### config.mk
export PLATFORM = sky130hd
export DESIGN_NAME = mem_req_arbiter
export DESIGN_NICKNAME = d
export VERILOG_FILES = /design/src/rtl/mem_req_arbiter.sv
export SDC_FILE = /design/constraint.sdc
export NUM_CORES = 1
export LEC_CHECK = 0
export ABC_CLOCK_PERIOD_IN_PS = 6930
export CAP_MARGIN = 20
export CORE_MARGIN = 8
export CORE_UTILIZATION = 43
export CTS_BUF_LIST = sky130_fd_sc_hd__clkbuf_8
export DETAILED_ROUTE_END_ITERATION = 7
export HOLD_SLACK_MARGIN = 0.08
export PLACE_DENSITY_LB_ADDON = 0.12
export SLEW_MARGIN = 20
export SYNTH_ARGS = -nofsm -noshare
export SYNTH_HDL_FRONTEND = slang
export SYNTH_SLANG_ARGS = --single-unit
### constraint.sdc
create_clock -name CLK -period 6.93 [get_ports CLK]
set_input_delay 1.386 -clock CLK [delete_from_list [all_inputs] [get_ports CLK]]
set_output_delay 1.386 -clock CLK [all_outputs]
set_load 0.01 [all_outputs]
### src/rtl/mem_req_arbiter.sv
// mem_req_arbiter: merges instruction-fetch and data requests onto one RAM port.
// Data beats instruction, so a pending data access is always issued first.
// Results come back as one-cycle ihit/dhit pulses with registered load data.
// Slow RAM accesses are sequenced with a wait counter, and RAM errors or
// timeouts set the sticky mem_err flag.
//
// Ports:
//   CLK, RST                      clock, async active-high reset
//   imemREN/imemaddr              instruction read request (held until ihit)
//   imemload/ihit                 fetched word and completion pulse
//   dmemREN/dmemWEN/dmemaddr/     data request (held until dhit)
//   dmemstore
//   dmemload/dhit                 load word and completion pulse
//   ramREN/ramWEN/ramaddr/        RAM request, driven from latched values
//   ramstore
//   ramload/ramstate              RAM response (FREE/BUSY/ACCESS/ERROR)
//   mem_err                       sticky error flag, cleared only by RST
`timescale 1ns/1ps

module mem_req_arbiter #(
    parameter int WORD_W  = 32,
    parameter int ADDR_W  = 32,
    parameter int TIMEOUT = 255
) (
    input  logic              CLK,
    input  logic              RST,
    input  logic              imemREN,
    input  logic [ADDR_W-1:0] imemaddr,
    output logic [WORD_W-1:0] imemload,
    output logic              ihit,
    input  logic              dmemREN,
    input  logic              dmemWEN,
    input  logic [ADDR_W-1:0] dmemaddr,
    input  logic [WORD_W-1:0] dmemstore,
    output logic [WORD_W-1:0] dmemload,
    output logic              dhit,
    output logic              ramREN,
    output logic              ramWEN,
    output logic [ADDR_W-1:0] ramaddr,
    output logic [WORD_W-1:0] ramstore,
    input  logic [WORD_W-1:0] ramload,
    input  logic [1:0]        ramstate,
    output logic              mem_err
);

    typedef enum logic [2:0] {
        IDLE,
        DACC,
        IACC,
        DHIT,
        IHIT
    } state_t;

    localparam logic [1:0] RAM_ACCESS = 2'd2;
    localparam logic [1:0] RAM_ERROR  = 2'd3;

    localparam int CNT_W = $clog2(TIMEOUT + 1);
    localparam logic [CNT_W-1:0] CNT_LAST = CNT_W'(TIMEOUT - 1);

    state_t            state;
    logic [ADDR_W-1:0] addrQ;
    logic [WORD_W-1:0] storeQ;
    logic [CNT_W-1:0]  waitCnt;
    logic              reqLive;

    // The RAM address and write data come only from the request latches,
    // so requester-side changes during an access never reach the RAM.
    assign ramaddr  = addrQ;
    assign ramstore = storeQ;

    // The owner of the current access still wants it.
    always_comb begin
        reqLive = 1'b0;
        if (state == DACC) begin
            reqLive = dmemREN | dmemWEN;
        end else if (state == IACC) begin
            reqLive = imemREN;
        end
    end

    always_ff @(posedge CLK or posedge RST) begin
        if (RST) begin
            state    <= IDLE;
            addrQ    <= '0;
            storeQ   <= '0;
            waitCnt  <= '0;
            ramREN   <= 1'b0;
            ramWEN   <= 1'b0;
            ihit     <= 1'b0;
            dhit     <= 1'b0;
            imemload <= '0;
            dmemload <= '0;
            mem_err  <= 1'b0;
        end else begin
            ihit <= 1'b0;
            dhit <= 1'b0;
            unique case (state)
                IDLE: begin
                    if (dmemREN | dmemWEN) begin
                        state   <= DACC;
                        addrQ   <= dmemaddr;
                        storeQ  <= dmemstore;
                        waitCnt <= '0;
                        // A write wins when both data strobes are set.
                        ramWEN  <= dmemWEN;
                        ramREN  <= ~dmemWEN;
                    end else if (imemREN) begin
                        state   <= IACC;
                        addrQ   <= imemaddr;
                        storeQ  <= '0;
                        waitCnt <= '0;
                        ramWEN  <= 1'b0;
                        ramREN  <= 1'b1;
                    end
                end
                DACC, IACC: begin
                    if (ramstate == RAM_ACCESS) begin
                        ramREN <= 1'b0;
                        ramWEN <= 1'b0;
                        if (state == DACC) begin
                            dmemload <= ramload;
                            dhit     <= 1'b1;
                            state    <= DHIT;
                        end else begin
                            imemload <= ramload;
                            ihit     <= 1'b1;
                            state    <= IHIT;
                        end
                    end else if (ramstate == RAM_ERROR) begin
                        mem_err <= 1'b1;
                        ramREN  <= 1'b0;
                        ramWEN  <= 1'b0;
                        state   <= IDLE;
                    end else if (!reqLive) begin
                        ramREN <= 1'b0;
                        ramWEN <= 1'b0;
                        state  <= IDLE;
                    end else if (waitCnt == CNT_LAST) begin
                        mem_err <= 1'b1;
                        ramREN  <= 1'b0;
                        ramWEN  <= 1'b0;
                        state   <= IDLE;
                    end else begin
                        waitCnt <= waitCnt + CNT_W'(1);
                    end
                end
                // The requester drops its request on the hit edge, so
                // returning to IDLE cannot reissue the finished access.
                DHIT, IHIT: begin
                    state <= IDLE;
                end
                default: begin
                    state <= IDLE;
                end
            endcase
        end
    end

endmodule
==> summary.md, run 1 <==
| Metric | Value |
|---|---|
| Commonest non-fill, non-tap cell in the layout | clkdlybuf4s50_1 |
| Status | finished, final reports clean |
| Syn-to-layout area delta | 56.8% |
| Worst Setup End Kind | flip-flop |
| Switch Pwr | around 0.0013 W |
| Core area | around 13000 um^2 |
| Layout cell share with drive strength beyond 1 | 0.0530 |
| Peak Freq | approximately 0.29 GHz |
| Antenna-violating nets left | 0 |
| Setup TNS | 0 ns |
| Final GP Congestion | between 0.8 and 0.9 |
| Met3 GRT Util | 0.0938 |
| Met2 GRT Util | 0.336 |
| HPWL Detailed | 12900 um |
| Total setup buffers inserted after CTS | 0 |
| Vias/cell | between 4 and 5 |
| Max_cap viols | 0 |
| Post-synthesis sequential area ratio | 0.624 |
| Total power | between 0.003 and 0.004 W |
| Final Hold Viols | 0 |
| Nets | 956 |
| Final Slew Violations | 0 |
| Diode count | 0 |
| CTS sink cnt | around 140 |
| PwrDens | 422 nW/um^2 |
| Synth area leader | dfrtp_1 |
| Power Internal | about 0.0025 W |
| Critical Path Fanout Max | 34 |
| Hold crit path type | flip-flop to flip-flop |
| Leak | a little over 4 nW |
| CTS root buf | clkbuf_8 |
| Drt pass-1 iters | 4 |
| Clk pwr share | 0.193 |
| Clk Latency, worst-skew pair | 0.44 ns |
| Yosys reg bits | about 140 |
| Total number of vias | ~4900 |
| Syn nets | 695 |
| Syn Area/Cell | roughly 10 um^2 |
| Post-cts hold buffer count | 0 |
| Family with the most delay on the worst path | buffers and inverters |
| Worst slew pin tran | 0.951 ns |
| Place WS | 2.94 ns |
| Initial antenna violation count | 0 |
| CTS buffer count | 17 |
| Post-synth top area share | 0.624 |
| Slowest stage cell, crit path | clkinv_1 |
| Combinational power share | 0.434 |
| CTS tree | built |
| Bufs and invs on worst path | 3 |
| Die height | 132 um |
| Switching share of power | 0.336 |
| Vias in the first global route | between 5000 and 6000 |
| R2R Setup Slk | ~4.5 ns |
| Final setup fails | 0 |
| CP Class | input port to flip-flop |
| Number of synthesized flops with an enable pin | 0 |
| Worst-path clk slew | ~0.08 ns |
| Crit path DAT | about 3.8 ns |
| Relative slew slack | 0.362 |
| Largest net degree at the start of global routing | 89 |
| Setup ws final | roughly 3.4 ns |
| H-Tree Depth | 4 |
| Worst endpoint required time | 7.25 ns |
| Reg power frac | 0.372 |
| Grt peak-use layer | met2 |
| Post-cts resize count | 0 |
| First-pass GRT wire length | roughly 28000 um |
| GRT Overall Usage | 0.203 |
| Top_reg_cell synth | dfrtp_1 |
| Most frequent cells in the layout | clkdlybuf4s50_1, nand2_1, dfrtp_1, mux2i_1, a22o_1 |
| RSZ-0062 raised after global routing | no |
| DRT Wirelength | roughly 18000 um |
| Drt drc | 0 |
| Synth Instances | ~560 |
| Asr flop ratio synth | 1.00 |
| Worst VDD drop | 0.223 mV |
| CTS Buffer Depth | 2 |
| I/O Buffers | around 270 |
| Row count | between 40 and 50 |
| Met1 Use GR | 0.225 |
| Mapped Area | slightly below 6000 um^2 |
| Ports | about 270 |
| Wire length per cell | between 15 and 20 um |
| Minimum clock period | 3.49 ns |
| First DRT Iteration DRCs | about 250 |
| Die Wd | 132 um |
| Worst-path cell chain | clkdlybuf4s50_1 -> nor3b_1 -> nand3b_1 -> buf_4 -> clkinv_1 -> a211o_1 |
| Grt ovf | 0 |
| Period utilization | 0.503 |
| Setup Skew | between 0.006 and 0.007 ns |
| Slowest Stage Delay on Critical Path | around 0.84 ns |
| Synth area leaders | dfrtp_1, nand2_1, mux2i_1 |
| Synth warnings | 0 |
| CP Launch Type | input port |
| Post-synthesis cell type count | 39 |
| Starting density of the core | 0.438 |
| Die footprint | between 15000 and 20000 um^2 |
cell type report:
class / instances / area (um^2)
tap: 176 / 220
sequential: 144 / 3600
fill: 1022 / 4130
inverter: 7 / 31.3
timing repair buffer: 273 / 2730
clock inverter: 12 / 193
clock buffer: 18 / 248
multi-input combinational: 376 / 2040
registers in the layout (all words and copies together), names as in the netlist:
name	count
dmemload	32
imemload	32
ramaddr	32
ramstore	32
waitCnt	8
state	3
dhit	1
ihit	1
mem_err	1
ramREN	1
ramWEN	1
synthesized netlist by cell type, types with 3 or more instances:
library cell / instances
a22o_1: 34
nor2_1: 3
inv_1: 6
mux2i_1: 35
nand3_1: 3
o21ai_0: 28
clkbuf_1: 15
dfrtp_1: 144
nand2_1: 233
o21ai_1: 8
buf_2: 14
metrics by stage:
| step | hold WS, ns | cells | util | instance area [um^2] |
|---|---|---|---|---|
| 2_1_floorplan | 0.443 | 558 | - | 5780 |
| 3_3_place_gp | 0.458 | 975 | 0.652 | 8600 |
| 3_5_place_dp | 0.461 | 975 | 0.652 | 8610 |
| 4_1_cts | 0.480 | 1005 | 0.686 | 9050 |
| 5_1_grt | 0.498 | 1006 | 0.687 | 9060 |
| 6_report | 0.475 | 1006 | 0.687 | 9060 |
logic make-up after synthesis:
logic type / Yosys count / synth area share
compound gates: 83 / 0.104
fa+ha+maj: 2 / 0.00433
buf+inv: 38 / 0.0277
flops: 144 / 0.624
mux: 35 / 0.0606
simple gates: 256 / 0.180
layer usage:
layer,up-vias,wire [um]
li1,2376,-
met1,2301,7050
met2,169,8550
met3,22,1610
met4,0,293
met5,-,0
worst paths after layout:
check,startpoint,to,cells after the start
worst max-delay path,ramstate[1],state[0],6
worst min-delay path,imemload[6],imemload[6],2
worst max register to register,state[0],state[0],4
worst min register to register,imemload[6],imemload[6],2
max in group asynchronous,RST,dmemload[27],3
min in group asynchronous,RST,imemload[16],2
worst min-delay path: stages (launching register included):
cell	delay, ns
dfrtp_1	0.35
nand2_1	0.05
nand2_1	0.05
power groups by stage:
stage	clock network [W]	logic [W]	registers, W
final	0.000739	0.00166	0.00142
after global routing	0.000793	0.00180	0.00146
after CTS	0.000759	0.00169	0.00142
after detailed placement	0	0.00168	0.00143
after global placement	0	0.00165	0.00141
after floorplan	0	0.000541	0.00157
Power figures use the tool's default switching activity.
==> inputs of run 2 (changes only) <==
--- a/config.mk
+++ b/config.mk
@@ -5,10 +5,10 @@
 export SDC_FILE = /design/constraint.sdc
 export NUM_CORES = 1
 export LEC_CHECK = 0
-export ABC_CLOCK_PERIOD_IN_PS = 6930
+export ABC_CLOCK_PERIOD_IN_PS = 3000
 export CAP_MARGIN = 20
 export CORE_MARGIN = 8
-export CORE_UTILIZATION = 43
+export CORE_UTILIZATION = 39
 export CTS_BUF_LIST = sky130_fd_sc_hd__clkbuf_8
 export DETAILED_ROUTE_END_ITERATION = 7
 export HOLD_SLACK_MARGIN = 0.08
==> constraint.sdc (replaced) <==
create_clock -name CLK -period 3 [get_ports CLK]
set_input_delay 0.6 -clock CLK [delete_from_list [all_inputs] [get_ports CLK]]
set_output_delay 0.6 -clock CLK [all_outputs]
set_load 0.01 [all_outputs]
==> run 2 against run 1 <==
- count of clock-buffer cells in the layout up 2
- cell count up 1.5%
- non-clock buffer count up 5
- critical endpoint is now ramaddr[10]
==> summary.md, run 2 (synthesis results as in run 1) <==
| Metric | Value |
|---|---|
| Status | finished, final reports clean |
| Vias/cell | 4.86 (+0.47%) |
| Ports | 268 (unchanged) |
| H-Tree Depth | 4 (unchanged) |
| Post-cts hold buffer count | 0 (unchanged) |
| Final Hold Viols | 0 (unchanged) |
| Post-cts resize count | 0 (unchanged) |
| Critical Path Fanout Max | 23 (-32%) |
| Worst endpoint required time | 3.31 ns (-3.94 ns) |
| CTS Buffer Depth | 2 (unchanged) |
| Switching share of power | 0.341 (+0.00498) |
| RSZ-0062 raised after global routing | no |
| GRT Overall Usage | 0.192 (-0.0106) |
| Worst-path clk slew | 0.08 ns (about the same) |
| Commonest non-fill, non-tap cell in the layout | clkdlybuf4s50_1 |
| Place WS | 0.415 ns (-2.52 ns) |
| HPWL Detailed | 13200 um (+2.4%) |
| Die Wd | 138 um (+4.4%) |
| Die height | 138 um (+4.4%) |
| Drt pass-1 iters | 4 (unchanged) |
| Cell Count, Final, Fillers Out | 1021 (+1.5%) |
| First-pass GRT wire length | 28200 um (+0.44%) |
| I/O Buffers | 267 (unchanged) |
| Crit path DAT | 2.40 ns (-1.41 ns) |
| Grt ovf | 0 (unchanged) |
| Final setup fails | 0 (unchanged) |
| Row count | 44 (+4.8%) |
| Leak | 4.18 nW (+0.53%) |
| Power Internal | 0.00577 W (+130%) |
| CTS tree | built |
| DRT Wirelength | 18100 um (+3.4%) |
| Vias in the first global route | 5299 (+1.7%) |
| Reg power frac | 0.374 (+0.002) |
| Clk Latency, worst-skew pair | 0.44 ns (about the same) |
| Diode count | 0 (unchanged) |
| Setup Skew | 0.0129 ns (+0.00677 ns) |
| Setup TNS | 0 ns (unchanged) |
| Period utilization | 0.697 |
| CTS buffer count | 17 (unchanged) |
| Initial antenna violation count | 0 (unchanged) |
| Worst Setup End Kind | flip-flop |
| Nets | 961 (+0.52%) |
| Hold_ws | 0.477 ns (+0.00246 ns) |
| Total setup buffers inserted after CTS | 0 (unchanged) |
| First DRT Iteration DRCs | 243 (-4.0%) |
| Die footprint | 19000 um^2 (+9.0%) |
| Starting density of the core | 0.398 (-0.0405) |
| Largest net degree at the start of global routing | 145 (+63%) |
| Switch Pwr | 0.00298 W (+130%) |
| CTS sink cnt | 144 (unchanged) |
| Clk pwr share | 0.183 (-0.010) |
| Drt drc | 0 (unchanged) |
| Final Slew Violations | 0 (unchanged) |
| Final GP Congestion | 0.802 (+0.16%) |
| Layout cell share with drive strength beyond 1 | 0.0609 (+0.00792) |
| Antenna-violating nets left | 0 (unchanged) |
| Peak Freq | about 0.48 GHz |
| Max_cap viols | 0 (unchanged) |
| Setup ws final | 0.908 ns (-2.53 ns) |
| CP Launch Type | input port |
| Most frequent cells in the layout | clkdlybuf4s50_1, nand2_1, dfrtp_1, mux2i_1, a22o_1 |
| Hold crit path type | flip-flop to flip-flop |
| Wire length per cell | 17.7 um (+1.9%) |
| Core area | 14500 um^2 (+10%) |
| CTS root buf | clkbuf_8 |
| Placed cells | 989 (+1.4%) |
| Worst slew pin tran | 0.818 ns (-0.133 ns) |
| Worst VDD drop | 0.479 mV (+110%) |
| CP Class | input port to flip-flop |
| Minimum clock period | around 2.1 ns |
| Total number of vias | 4964 (+2.0%) |
| Syn-to-layout area delta | 57.4% |
| Relative slew slack | 0.455 (+0.0926) |
| Combinational power share | 0.443 (+0.009) |
| PwrDens | 963 nW/um^2 (+130%) |
run 2: layout make-up:
type / count / area, um^2
multi-input combinational: 376 / 2040
timing repair buffer: 278 / 2780
tap: 184 / 230
clock buffer: 20 / 275
inverter: 7 / 30.0
sequential: 144 / 3600
fill: 1217 / 5440
clock inverter: 12 / 141
run 2: per-layer routing:
| metal | GRT usage | routed length, um | vias to the layer above |
|---|---|---|---|
| li1 | - | - | 2379 |
| met3 | 0.0930 | 2110 | 26 |
| met2 | 0.312 | 8750 | 176 |
| met1 | 0.214 | 6870 | 2383 |
| met4 | 0.0710 | 383 | 0 |
| met5 | 0 | 0 | - |
run 2: power by group through the flow:
stage	Sequential, W	Combinational, W	Clock [W]
final	0.00327	0.00388	0.00161
after global routing	0.00339	0.00423	0.00172
after CTS	0.00328	0.00395	0.00165
after detailed placement	0.00330	0.00393	0
after global placement	0.00326	0.00386	0
after floorplan	0.00364	0.00125	0
run 2: worst paths after layout:
kind / startpoint / to / slack (ns) / depth (start not counted)
max reg2reg: waitCnt[0] / waitCnt[3] / 1.26 / 6
max: dmemWEN / ramaddr[10] / 0.91 / 6
max in group asynchronous: RST / ramstore[21] / 1.64 / 3
min reg2reg: dmemload[7] / dmemload[7] / 0.48 / 2
min: dmemload[7] / dmemload[7] / 0.48 / 2
min in group asynchronous: RST / imemload[12] / 0.70 / 3
run 2: worst max-delay path: stages:
cell	delay, ns
clkdlybuf4s50_1	0.56
nor2_4	0.20
buf_4	0.25
buf_4	0.41
mux2i_1	0.25
o21ai_0	0.11
run 2: metrics by stage:
| step | utilization | instance area, um^2 | power [W] |
|---|---|---|---|
| after CTS | 0.626 | 9100 | 0.00888 |
| after global placement | 0.597 | 8680 | 0.00712 |
| final | 0.626 | 9100 | 0.00876 |
| after global routing | 0.626 | 9100 | 0.00934 |
| after detailed placement | 0.597 | 8680 | 0.00723 |
| after floorplan | - | 5780 | 0.00489 |
